<file path="config.mk">
export PLATFORM = sky130hd
export DESIGN_NAME = gpio_mmio
export DESIGN_NICKNAME = d
export VERILOG_FILES = /design/src/rtl/gpio_pkg.sv /design/src/rtl/gpio_debounce.sv /design/src/rtl/gpio_mmio.sv
export SDC_FILE = /design/constraint.sdc
export NUM_CORES = 1
export LEC_CHECK = 0
export ABC_AREA = 1
export CAP_MARGIN = 25
export CORE_MARGIN = 5
export CORE_UTILIZATION = 55
export CTS_CLUSTER_DIAMETER = 150
export DETAILED_ROUTE_END_ITERATION = 8
export HOLD_SLACK_MARGIN = 0.03
export PLACE_DENSITY = 0.95
export SYNTH_ARGS = -nofsm -noshare
export SYNTH_HDL_FRONTEND = slang
export SYNTH_SLANG_ARGS = --single-unit
</file>
<file path="constraint.sdc">
create_clock -name clock -period 2.7 [get_ports clock]
set_input_delay 0.54 -clock clock [delete_from_list [all_inputs] [get_ports clock]]
set_output_delay 0.54 -clock clock [all_outputs]
set_load 0.005 [all_outputs]
</file>
<file path="src/rtl/gpio_pkg.sv">
// Shared definitions for the memory-mapped GPIO controller: register offsets
// and the debounce counter width helper.
package gpio_pkg;

  typedef enum logic [1:0] {
    GPIO_SW   = 2'd0,
    GPIO_LED  = 2'd1,
    GPIO_EDGE = 2'd2,
    GPIO_IEN  = 2'd3
  } gpio_reg_e;

  localparam int unsigned GPIO_DEBOUNCE_DEFAULT = 20000;
  localparam int unsigned GPIO_CNT_W_DEFAULT    = $clog2(GPIO_DEBOUNCE_DEFAULT);

  // Width of a counter that must hold 0..cyc-1.
  function automatic int unsigned gpio_cnt_w(input int unsigned cyc);
    return (cyc < 2) ? 1 : $clog2(cyc);
  endfunction

endpackage

</file>
<file path="src/rtl/gpio_debounce.sv">
// Per-channel synchroniser and two-tick debouncer; reports which stable bits
// change in the current cycle so the parent can latch sticky edge flags.
module gpio_debounce
  import gpio_pkg::*;
#(
  parameter int CH_W = 16
) (
  input  logic            clock,
  input  logic            rst,
  input  logic            i_tick,
  input  logic [CH_W-1:0] i_switches,
  output logic [CH_W-1:0] o_stable,
  output logic [CH_W-1:0] o_change
);

  logic [CH_W-1:0] r_meta;
  logic [CH_W-1:0] r_sync;
  logic [CH_W-1:0] r_samp;
  logic [CH_W-1:0] r_stable;
  logic [CH_W-1:0] w_agree;
  logic [CH_W-1:0] w_stableNext;

  assign w_agree = ~(r_sync ^ r_samp);

  // A level is accepted only when the sample taken at the previous tick still
  // matches the synchronised input at this tick.
  always_comb begin
    w_stableNext = r_stable;
    if (i_tick) begin
      w_stableNext = (w_agree & r_samp) | (~w_agree & r_stable);
    end
  end

  always_ff @(posedge clock or negedge rst) begin
    if (!rst) begin
      r_meta   <= '0;
      r_sync   <= '0;
      r_samp   <= '0;
      r_stable <= '0;
    end else begin
      r_meta   <= i_switches;
      r_sync   <= r_meta;
      if (i_tick) begin
        r_samp <= r_sync;
      end
      r_stable <= w_stableNext;
    end
  end

  assign o_stable = r_stable;
  assign o_change = w_stableNext ^ r_stable;

endmodule

</file>
<file path="src/rtl/gpio_mmio.sv">
// Memory-mapped GPIO controller: debounced switches, LED register, sticky
// W1C edge flags with per-bit enables, and a registered level interrupt.
module gpio_mmio
  import gpio_pkg::*;
#(
  parameter int CH_W         = 16,
  parameter int DEBOUNCE_CYC = GPIO_DEBOUNCE_DEFAULT
) (
  input  logic            clock,
  input  logic            rst,
  input  logic            cs,
  input  logic            io_read,
  input  logic            io_write,
  input  logic [3:0]      addr,
  input  logic [31:0]     wdata,
  output logic [31:0]     rdata,
  input  logic [CH_W-1:0] switches,
  output logic [CH_W-1:0] leds,
  output logic            irq
);

  localparam int unsigned CNT_W = gpio_cnt_w(DEBOUNCE_CYC);
  localparam logic [CNT_W-1:0] CNT_LAST = CNT_W'(DEBOUNCE_CYC - 1);

  logic [CNT_W-1:0] r_cnt;
  logic [CH_W-1:0]  r_leds;
  logic [CH_W-1:0]  r_ien;
  logic [CH_W-1:0]  r_edgeFlags;
  logic             r_irq;

  logic             w_tick;
  logic             w_wr;
  logic             w_rd;
  gpio_reg_e        w_sel;
  logic [CH_W-1:0]  w_stable;
  logic [CH_W-1:0]  w_change;
  logic [CH_W-1:0]  w_clr;
  logic [CH_W-1:0]  w_wbits;
  logic [31:0]      w_rdata;
  logic             w_unused;

  assign w_tick  = (r_cnt == CNT_LAST);
  assign w_wr    = cs & io_write;
  assign w_rd    = cs & io_read;
  assign w_sel   = gpio_reg_e'(addr[3:2]);
  assign w_wbits = wdata[CH_W-1:0];
  assign w_clr   = (w_wr && (w_sel == GPIO_EDGE)) ? w_wbits : '0;

  assign w_unused = ^{addr[1:0], wdata};

  always_ff @(posedge clock or negedge rst) begin
    if (!rst) begin
      r_cnt <= '0;
    end else if (w_tick) begin
      r_cnt <= '0;
    end else begin
      r_cnt <= r_cnt + 1'b1;
    end
  end

  gpio_debounce #(
    .CH_W(CH_W)
  ) u_debounce (
    .clock     (clock),
    .rst       (rst),
    .i_tick    (w_tick),
    .i_switches(switches),
    .o_stable  (w_stable),
    .o_change  (w_change)
  );

  // A change arriving in the same cycle as a W1C must not be lost, so the set
  // term is applied after the clear.
  always_ff @(posedge clock or negedge rst) begin
    if (!rst) begin
      r_leds      <= '0;
      r_ien       <= '0;
      r_edgeFlags <= '0;
      r_irq       <= 1'b0;
    end else begin
      if (w_wr && (w_sel == GPIO_LED)) begin
        r_leds <= w_wbits;
      end
      if (w_wr && (w_sel == GPIO_IEN)) begin
        r_ien <= w_wbits;
      end
      r_edgeFlags <= (r_edgeFlags & ~w_clr) | w_change;
      r_irq       <= |(r_edgeFlags & r_ien);
    end
  end

  always_comb begin
    w_rdata = '0;
    if (w_rd) begin
      case (w_sel)
        GPIO_SW:   w_rdata[CH_W-1:0] = w_stable;
        GPIO_LED:  w_rdata[CH_W-1:0] = r_leds;
        GPIO_EDGE: w_rdata[CH_W-1:0] = r_edgeFlags;
        GPIO_IEN:  w_rdata[CH_W-1:0] = r_ien;
        default:   w_rdata = '0;
      endcase
    end
  end

  assign rdata = w_rdata;
  assign leds  = r_leds;
  assign irq   = r_irq;

endmodule

</file>
# ---- After elaboration in Yosys (flattened, before gate mapping)
# Index checks and enable logic that the tools add are counted.
dict set report word_totals {
  ff_bits 128
  latchBits 0
  mem_bits_rw 0
  mem_bits_ro 0
  wordCells 37
  n_memories 0
}
dict set report op_classes {
  addsub 1
  mul 0
  n_div 0
  magnitude_cmp 0
  n_eq_ne 4
  shifts 0
  muxes 5
  bitwise 13
  reduce_logical 5
}
# cell count
set op_table {}
lappend op_table {{bitwise AND 16 bit} 4}
lappend op_table {{one-hot mux 16 bit (4 select lines)} 1}
lappend op_table {{two-way mux 16 bit} 3}
lappend op_table {{NOT 16 bit} 3}
lappend op_table {{OR 16 bit} 2}
lappend op_table {{bitwise XOR 16 bit} 2}
lappend op_table {{OR reduction 16 bit} 1}
lappend op_table {{adder 15 x 1 -> 15 bit, second input constant} 1}
lappend op_table {{equality test 15 bit, second input constant} 1}
lappend op_table {{two-way mux 15 bit} 1}
lappend op_table {{equality test 2 bit, second input constant} 2}
lappend op_table {{logical AND 1 bit} 3}
lappend op_table {{bitwise AND 1 bit} 2}
lappend op_table {{equality test 2 x 1 -> 1 bit, second input constant} 1}
lappend op_table {{logical NOT 2 bit} 1}

# ---- Longest topological paths before layout
# Gate-level depths: netlist of run 1.
dict set report logic_depth {
  word_depth 8
  depth_mapped 10
}

# ---- Hierarchy
# From an unflattened synthesis of run 1, not the netlist that was laid out.
dict set report hier_totals {
  cells_unflattened 710
  area_unflattened_um2 5870.6
}
# mod instances cells_per_inst area_each_um2 seq_area_each_um2
set by_module_without_submodules {}
lappend by_module_without_submodules {gpio_mmio 1 443 3331.9 1601.5}
lappend by_module_without_submodules {gpio_debounce 1 267 2538.7 1601.5}

# ---- Worst setup path before layout of run 1
# OpenSTA, ideal clock, no wires.
dict set report synth_timing {
  path_kind {input -> output}
  startpoint {input port io_read}
  endpoint {output port rdata[10]}
  arrival_ns 1.166
  slack_ns 0.994
  stages 5
  path_cell_list {nand2_1 inv_1 clkbuf_1 o21ai_0 a31oi_1}
}
dict set report synth_via {
  elab_chain_cells 2
}
# item line
set synth_lines {}
lappend synth_lines {{start, declared} gpio_mmio.sv:12} ;# input logic io_read,
lappend synth_lines {{bitwise AND 1 bit} gpio_mmio.sv:44} ;# assign w_rd = cs & io_read;
lappend synth_lines {{two-way mux 16 bit} gpio_mmio.sv:94} ;# if (w_rd) begin
lappend synth_lines {{end, declared} gpio_mmio.sv:16} ;# output logic [31:0] rdata,
# No other way between the ends.

# ---- Worst setup path in the final report of run 1
dict set report layout_timing {
  startpoint {input port addr[2]}
  endpoint {output port rdata[5]}
}
dict set report layout_via {
  elab_chain_cells 3
  word_cells_on_any_way 6
}
# item line
set layout_lines {}
lappend layout_lines {{start, declared} gpio_mmio.sv:14} ;# input logic [3:0] addr,
lappend layout_lines {{equality test 2 bit (tied with other cells)} gpio_mmio.sv:95} ;# case (w_sel)
lappend layout_lines {{one-hot mux 16 bit (4 select lines) *} gpio_mmio.sv:95}
lappend layout_lines {{two-way mux 16 bit *} gpio_mmio.sv:94}
# Every way passes the cells marked *; elsewhere a longest branch is shown, timed or not.

==> summary.md, run 1 <==
| Metric | Value |
|---|---|
| Setup Crit Path Kind | primary input to output pin |
| Post-CTS Setup Inserts | 0 |
| Routed length per instance | 16.3 um |
| Register-to-Register Setup Slack | 0.80 ns |
| Starting utilization of the core area | between 50% and 60% |
| Number of max-slew violations in the final report | 0 |
| Worst reg2reg endpoint | u_debounce.o_stable[12] |
| Routed via count | 5175 |
| Max Freq | around 390 MHz |
| Die outline area | 12500 sq um |
| Post-synthesis to final-layout area growth | 25.7% |
| DRC marker count from the first detailed-route iteration | 558 |
| Synth Instances | ~680 |
| Internal | about 3.7 mW |
| Clock insertion delay at the later pin of the skew report | 0.53 ns |
| Number of inserted diodes | 0 |
| Sequential element share of the synthesized area | 56.2% |
| Die Span Y | 112 um |
| Routed via count divided by cell count | ~5.7 |
| Post-synthesis instance area | between 5000 and 6000 sq um |
| Fraction of power consumed by sequential logic | 44.7% |
| Wire length of the first global-routing pass | 24900 um |
| Maximum number of pins on one net before global-route repair | 64 |
| Clk slew on worst S/H paths | 0.05 ns |
| Clock tree sinks | 128 |
| Mean Syn Cell Area | roughly 8.4 sq um |
| Warnings, synthesis | 0 |
| Hpwl dp | 9210 um |
| Net switching power | 1.23 mW |
| Filler Cell Count | 661 |
| Switching part of the total | 24.7% |
| Destination of the critical timing path | rdata[5] |
| Setup_tns | 0 ns |
| Rel. slew slack | approximately three fifths |
| Minimum clock period | 2.54 ns |
| Worst reg2reg path depth | 9 |
| I/O Pins | 106 |
| Final Hold Vio Count | 0 |
| Drc violations | 0 |
| Die X | around 110 um |
| Total global routing track utilization | 24.6% |
| Launching instance or port of the critical path | addr[2] |
| Deepest level of the CTS H-tree | 4 |
| Data arrival, critical path | 2.00 ns |
| Clk pwr share | roughly 44% |
| Count of buffers from port buffering | 71 |
| Setup skew after layout | about 0.0099 ns |
| Max Cap Violations | 0 |
| Antenna-violating nets left | 0 |
| Antenna violations before repair | 0 |
| Most common cell after layout, fill and taps aside | nand2_1 |
| Unrepaired setup endpoints after global routing | false |
| CTS tree | done |
| Library cells used by synthesis | 26 |
| Final setup vio count | 0 |
| Drt first pass iters | 5 |
| Largest vdd supply drop | around 0.35 mV |
| Power per standard cell area | about 700 nW/um^2 |
| Combinational power share | 10.9% |
| Final Routed Wirelength | 14800 um |
| Layout cell share with drive strength beyond 1 | 9.03% |
| Category of the worst setup path launch point | primary input |
| GP Congestion | 0.885 |
| Status | finished, final reports clean |
| Number of CTS-inserted buffers | 17 |
| Class of the tightest hold or removal check | flop to flop |
| #FFs+latches synth | ~130 |
| CP required | 2.16 ns |
| Worst Setup End Kind | output pin |
| R2R Path Start | r_cnt[0] |
| Grt total ovfl | 0 |
| Peak fanout along the critical path | 12 |
| Number of buffers on the longest clock path | 2 |
| Most used cells in the layout excluding fill and tap cells | 210 x nand2_1, 128 x dfrtp_1, 117 x o21ai_0, 54 x inv_1, 53 x clkdlybuf4s50_1 |
| Number of global-route vias before repair | roughly 5200 |
| Core footprint | 10200 sq um |
| Post-Route Hold Slack | 0.346 ns |
| Slew at the pin with the worst max-slew slack | 0.584 ns |
| Number of nets in the layout | 822 |
| Clk root buf | clkbuf_8 |
| Row Count | 37 |
| Reported leakage power | 3.34 nW |
| Final period utilization | 94.2% |
==> worst min path at each step <==
stage	startpoint	endpoint	slack (ns)	cells after the start
2_1_floorplan	rst	irq	0.24	0
3_3_place_gp	u_debounce.r_meta[9]	u_debounce.r_sync[9]	0.33	0
3_5_place_dp	u_debounce.r_meta[2]	u_debounce.r_sync[2]	0.33	0
4_1_cts	u_debounce.r_meta[8]	u_debounce.r_sync[8]	0.35	0
5_1_grt	u_debounce.r_meta[5]	u_debounce.r_sync[5]	0.35	0
6_report	u_debounce.r_meta[5]	u_debounce.r_sync[5]	0.35	0
==> worst max-delay path, cell delays in order <==
cell and delay, ns:
clkdlybuf4s50_1 0.47, buf_4 0.18, nor2_4 0.16, buf_12 0.15
nand2_1 0.06, a31oi_1 0.17, dlygate4sd2_1 0.28
==> final cells by class <==
cell class / count / area (sq um) / share of cell area, %
inverter: 60 / 225 / 3.15
timing repair buffer: 91 / 902 / 12.6
clock buffer: 21 / 469 / 6.55
sequential: 128 / 3200 / 44.7
clock inverter: 9 / 109 / 1.52
multi-input combinational: 466 / 2080 / 29.1
tap: 136 / 170 / 2.38
==> power by group through the flow <==
stage               combinational (mW)  sequential, mW  clock (mW)
floorplan                        0.230            2.21           0
global placement                 0.501            2.23           0
detailed placement               0.527            2.24           0
CTS                              0.537            2.22        2.22
global route                     0.595            2.24        2.30
finish                           0.541            2.23        2.21
==> cells in the mapped netlist <==
master    count  share of area (%)
clkbuf_1      6               0.40
dfrtp_1     128                 56
o21ai_2       4               0.62
nand2_1     210                 14
inv_1        55                3.6
buf_2         8               0.70
nand2_2       5               0.55
nor2_2        3               0.33
nor3_1        1              0.088
nand3_1       8               0.70
clkbuf_2      1              0.088
nor2_1       45                3.0
o21ai_1      10               0.88
xnor2_1       1               0.15
buf_4        19                2.5
nand4_1       8               0.88
a21oi_1      16                1.4
inv_2         5               0.33
a31oi_1      16                1.8
conb_1        1              0.066
nor2_4        1               0.20
ha_1          1               0.22
o21ai_0     117                 10
xor2_1        3               0.46
buf_6         3               0.59
o21bai_1      1               0.13
==> metal layers <==
metal | wire length, um | global-route usage [%]
met3 | 1100 | 5.22
met1 | 5620 | 28.8
met2 | 7320 | 41.9
met4 | 780 | 13.9
met5 | 0 | 0
==> sequential cells by signal, indices dropped and copies added, names as in the netlist <==
signal / flops
leds: 16
r_edgeFlags: 16
r_ien: 16
u_debounce.o_stable: 16
u_debounce.r_meta: 16
u_debounce.r_samp: 16
u_debounce.r_sync: 16
r_cnt: 15
irq: 1
==> metrics by stage <==
step           area [sq um]  util [%]  std cells  worst slack, ns  power [mW]
5_1_grt                7160      70.0        911            0.127        5.14
3_5_place_dp           6590      64.4        880          -0.0924        2.77
4_1_cts                7160      70.0        911            0.216        4.98
2_1_floorplan          5750         -        691            0.994        2.44
6_report               7160      70.0        911            0.158        4.98
3_3_place_gp           6590      64.4        880          -0.0423        2.73
==> cell families (layout without fill, tap and decap cells) <==
group,after synthesis,in the layout,share of synthesized area (%)
buf+inv,97,181,8.24
simple gates,281,281,19.6
flops,128,128,56.2
other cells,1,16,0.0658
fa+ha+maj,1,1,0.220
compound gates,164,164,15.1
xor+xnor,4,4,0.615
==> what timing repair did <==
item	CTS	global route
endpoints found under the hold margin	41	0
hold buffers	1	0
endpoints found under the setup margin	16	0
resized for setup	19	0
Power figures use the tool's default switching activity.
==> inputs of run 2 (changes only) <==
Settings changed: CORE_UTILIZATION 55 to 34, PLACE_DENSITY 0.95 to 0.68.
Clock period 2.7 ns to 3.15 ns, I/O delays scaled along.
==> run 2 against run 1 <==
  * Critical path depth stayed put
  * Flip-flop and latch count unchanged
  * Worst setup slack lost 0.049 ns
  * Total power down 16%
  * Combinational power shrank 20%
  * Sequential power fell by 15%
  * Register-to-register slack better by 0.64 ns
  * First-iteration DRC count down 42%
  * Sequential share of layout area shrank 0.38 points
  * Final cell count grew 8.7%
  * Critical endpoint unchanged
  * Core utilization shrank 26 points
  * Global-route usage decreased by 11 points
==> summary.md, run 2 (synthesized netlist as in run 1, its figures left out) <==
| Metric | Value |
|---|---|
| Starting utilization of the core area | 34.5% (-21 points) |
| Worst reg2reg endpoint | r_edgeFlags[3] |
| Clk root buf | clkbuf_16 |
| Placed insts | 959 (+9.0%) |
| Grt met2 use | 20.1% (-22 points) |
| Peak fanout along the critical path | 16 (+4) |
| Maximum number of pins on one net before global-route repair | 63 (-1.6%) |
| GP Congestion | 0.867 (-2.0%) |
| Clock tree sinks | 128 (unchanged) |
| Die outline area | 19400 sq um (+56%) |
| Number of inserted diodes | 0 (unchanged) |
| Clock insertion delay at the later pin of the skew report | 0.42 ns (-0.11 ns) |
| Drt first pass iters | 5 (unchanged) |
| Final setup vio count | 0 (unchanged) |
| Core footprint | 16500 sq um (+62%) |
| Power per standard cell area | 583 nW/um^2 (-16%) |
| Most used cells in the layout excluding fill and tap cells | 210 x nand2_1, 128 x dfrtp_1, 117 x o21ai_0, 68 x clkdlybuf4s50_1, 55 x inv_1 |
| Layout Cells excl Fill | 990 (+8.7%) |
| Class of the tightest hold or removal check | primary input to async pin |
| Deepest level of the CTS H-tree | 4 (unchanged) |
| CTS tree | done |
| Status | finished, final reports clean |
| Max Cap Violations | 0 (unchanged) |
| Final Routed Wirelength | 12900 um (-13%) |
| R2R Path Start | r_cnt[0] |
| Drc violations | 0 (unchanged) |
| Rel. slew slack | 55.6% (-5.4 points) |
| Routed via count | 4527 (-13%) |
| Number of buffers on the longest clock path | 2 (unchanged) |
| Wire length of the first global-routing pass | 21400 um (-14%) |
| Setup skew after layout | 0.0110 ns (+0.00110 ns) |
| Setup Crit Path Kind | primary input to output pin |
| Routed length per instance | 13.1 um (-20%) |
| Unrepaired setup endpoints after global routing | false |
| Category of the worst setup path launch point | primary input |
| Number of nets in the layout | 816 (-0.73%) |
| Number of gates resized after CTS | 0 (-19) |
| Routed via count divided by cell count | 4.57 (-20%) |
| Antenna-violating nets left | 0 (unchanged) |
| Routing usage on met1 | 19.1% (-9.7 points) |
| Most common cell after layout, fill and taps aside | nand2_1 |
| Total global routing track utilization | 13.3% (-11 points) |
| DRC marker count from the first detailed-route iteration | 323 (-42%) |
| Data arrival, critical path | 2.41 ns (+0.41 ns) |
| Minimum clock period | between 3 and 4 ns |
| Slew at the pin with the worst max-slew slack | 0.665 ns (+0.0808 ns) |
| CP required | 2.52 ns (+0.36 ns) |
| GR Util met3 | 3.05% (-2.2 points) |
| Die Span Y | 139 um (+25%) |
| Post-CTS Setup Inserts | 0 (unchanged) |
| Final period utilization | 96.6% |
| Die X | 139 um (+25%) |
| Max Freq | 329 MHz |
| Post-synthesis to final-layout area growth | 26.8% |
| Layout cell share with drive strength beyond 1 | 8.31% (-0.72 points) |
| Hpwl dp | 9110 um (-1.1%) |
| Worst Setup End Kind | output pin |
| Clk slew on worst S/H paths | 0.05 ns (about the same) |
| Number of max-slew violations in the final report | 0 (unchanged) |
| Most Crowded Layer GR | met2 |
| Count of buffers from port buffering | 71 (unchanged) |
| CTS hold repair buffers | 0 (-1) |
| Final Hold Vio Count | 0 (unchanged) |
| Number of CTS-inserted buffers | 17 (unchanged) |
| I/O Pins | 106 (unchanged) |
| Antenna violations before repair | 0 (unchanged) |
| Final Core Density | 43.7% (-26 points) |
| Reported leakage power | 3.26 nW (-2.3%) |
| Largest vdd supply drop | 0.292 mV (-18%) |
| Filler Cell Count | 1599 (+140%) |
| Worst reg2reg path depth | 7 (-2) |
| Register-to-Register Setup Slack | 1.44 ns (+0.64 ns) |
| Grt total ovfl | 0 (unchanged) |
| Number of global-route vias before repair | 4203 (-20%) |
| Row Count | 47 (+27%) |
| Setup_tns | 0 ns (unchanged) |
run 2: cell types whose count changed in the layout (fill, tap and decap cells not counted), moves of 2 or more:
cell             before  now
buf_4                15   11
clkbuf_8              5    0
clkdlybuf4s50_1      53   68
clkinv_2              2    4
clkinv_4              1    4
dlygate4sd2_1        17    0
dlymetal6s2s_1        0    2
run 2: layout make-up:
type                            count  area, sq um  area share [%]
Sequential cell                   128         3200            44.4
Multi-Input combinational cell    466         2080            28.8
Timing Repair Buffer               85          868            12.0
Clock buffer                       17          425            5.89
Tap cell                          220          275            3.81
Inverter                           60          225            3.12
Clock inverter                     14          145            2.01
run 2: how the worst max path moves through the flow:
stage / startpoint / endpoint / slack, ns / cells past startpoint
floorplan: io_read / rdata[10] / 1.26 / 5
global placement: addr[2] / rdata[1] / 0.06 / 7
detailed placement: addr[2] / rdata[7] / 0.07 / 7
CTS: addr[2] / rdata[1] / 0.05 / 7
global route: addr[3] / rdata[5] / 0.02 / 7
finish: addr[3] / rdata[5] / 0.11 / 7
run 2: power by group:
part           total, mW  switching (mW)  internal [mW]
clock               1.88           0.725           1.16
sequential          1.89           0.106           1.79
combinational      0.434           0.207          0.227
run 2: per-layer routing:
metal / vias to the layer above / share of wire [%] / routed length (um)
met5: - / 0 / 0
met2: 104 / 46 / 5910
li1: 2325 / - / -
met3: 10 / 4.8 / 623
met4: 0 / 1.1 / 146
met1: 2088 / 48 / 6260
run 2: per-stage QoR:
step	hold slack (ns)	instance area [sq um]	setup WS [ns]	total power [mW]
2_1_floorplan	0.331	5750	1.26	2.10
3_3_place_gp	0.333	6650	0.0622	2.35
3_5_place_dp	0.337	6650	0.0672	2.36
4_1_cts	0.208	7220	0.0518	4.25
5_1_grt	0.233	7220	0.0174	4.39
6_report	0.191	7220	0.108	4.21
run 2: worst max-delay path: stages:
cell             delay [ns]
clkdlybuf4s50_1        0.52
inv_2                  0.12
nand2_1                0.13
buf_12                 0.14
o21ai_0                0.07
a31oi_1                0.23
clkdlybuf4s50_1        0.56
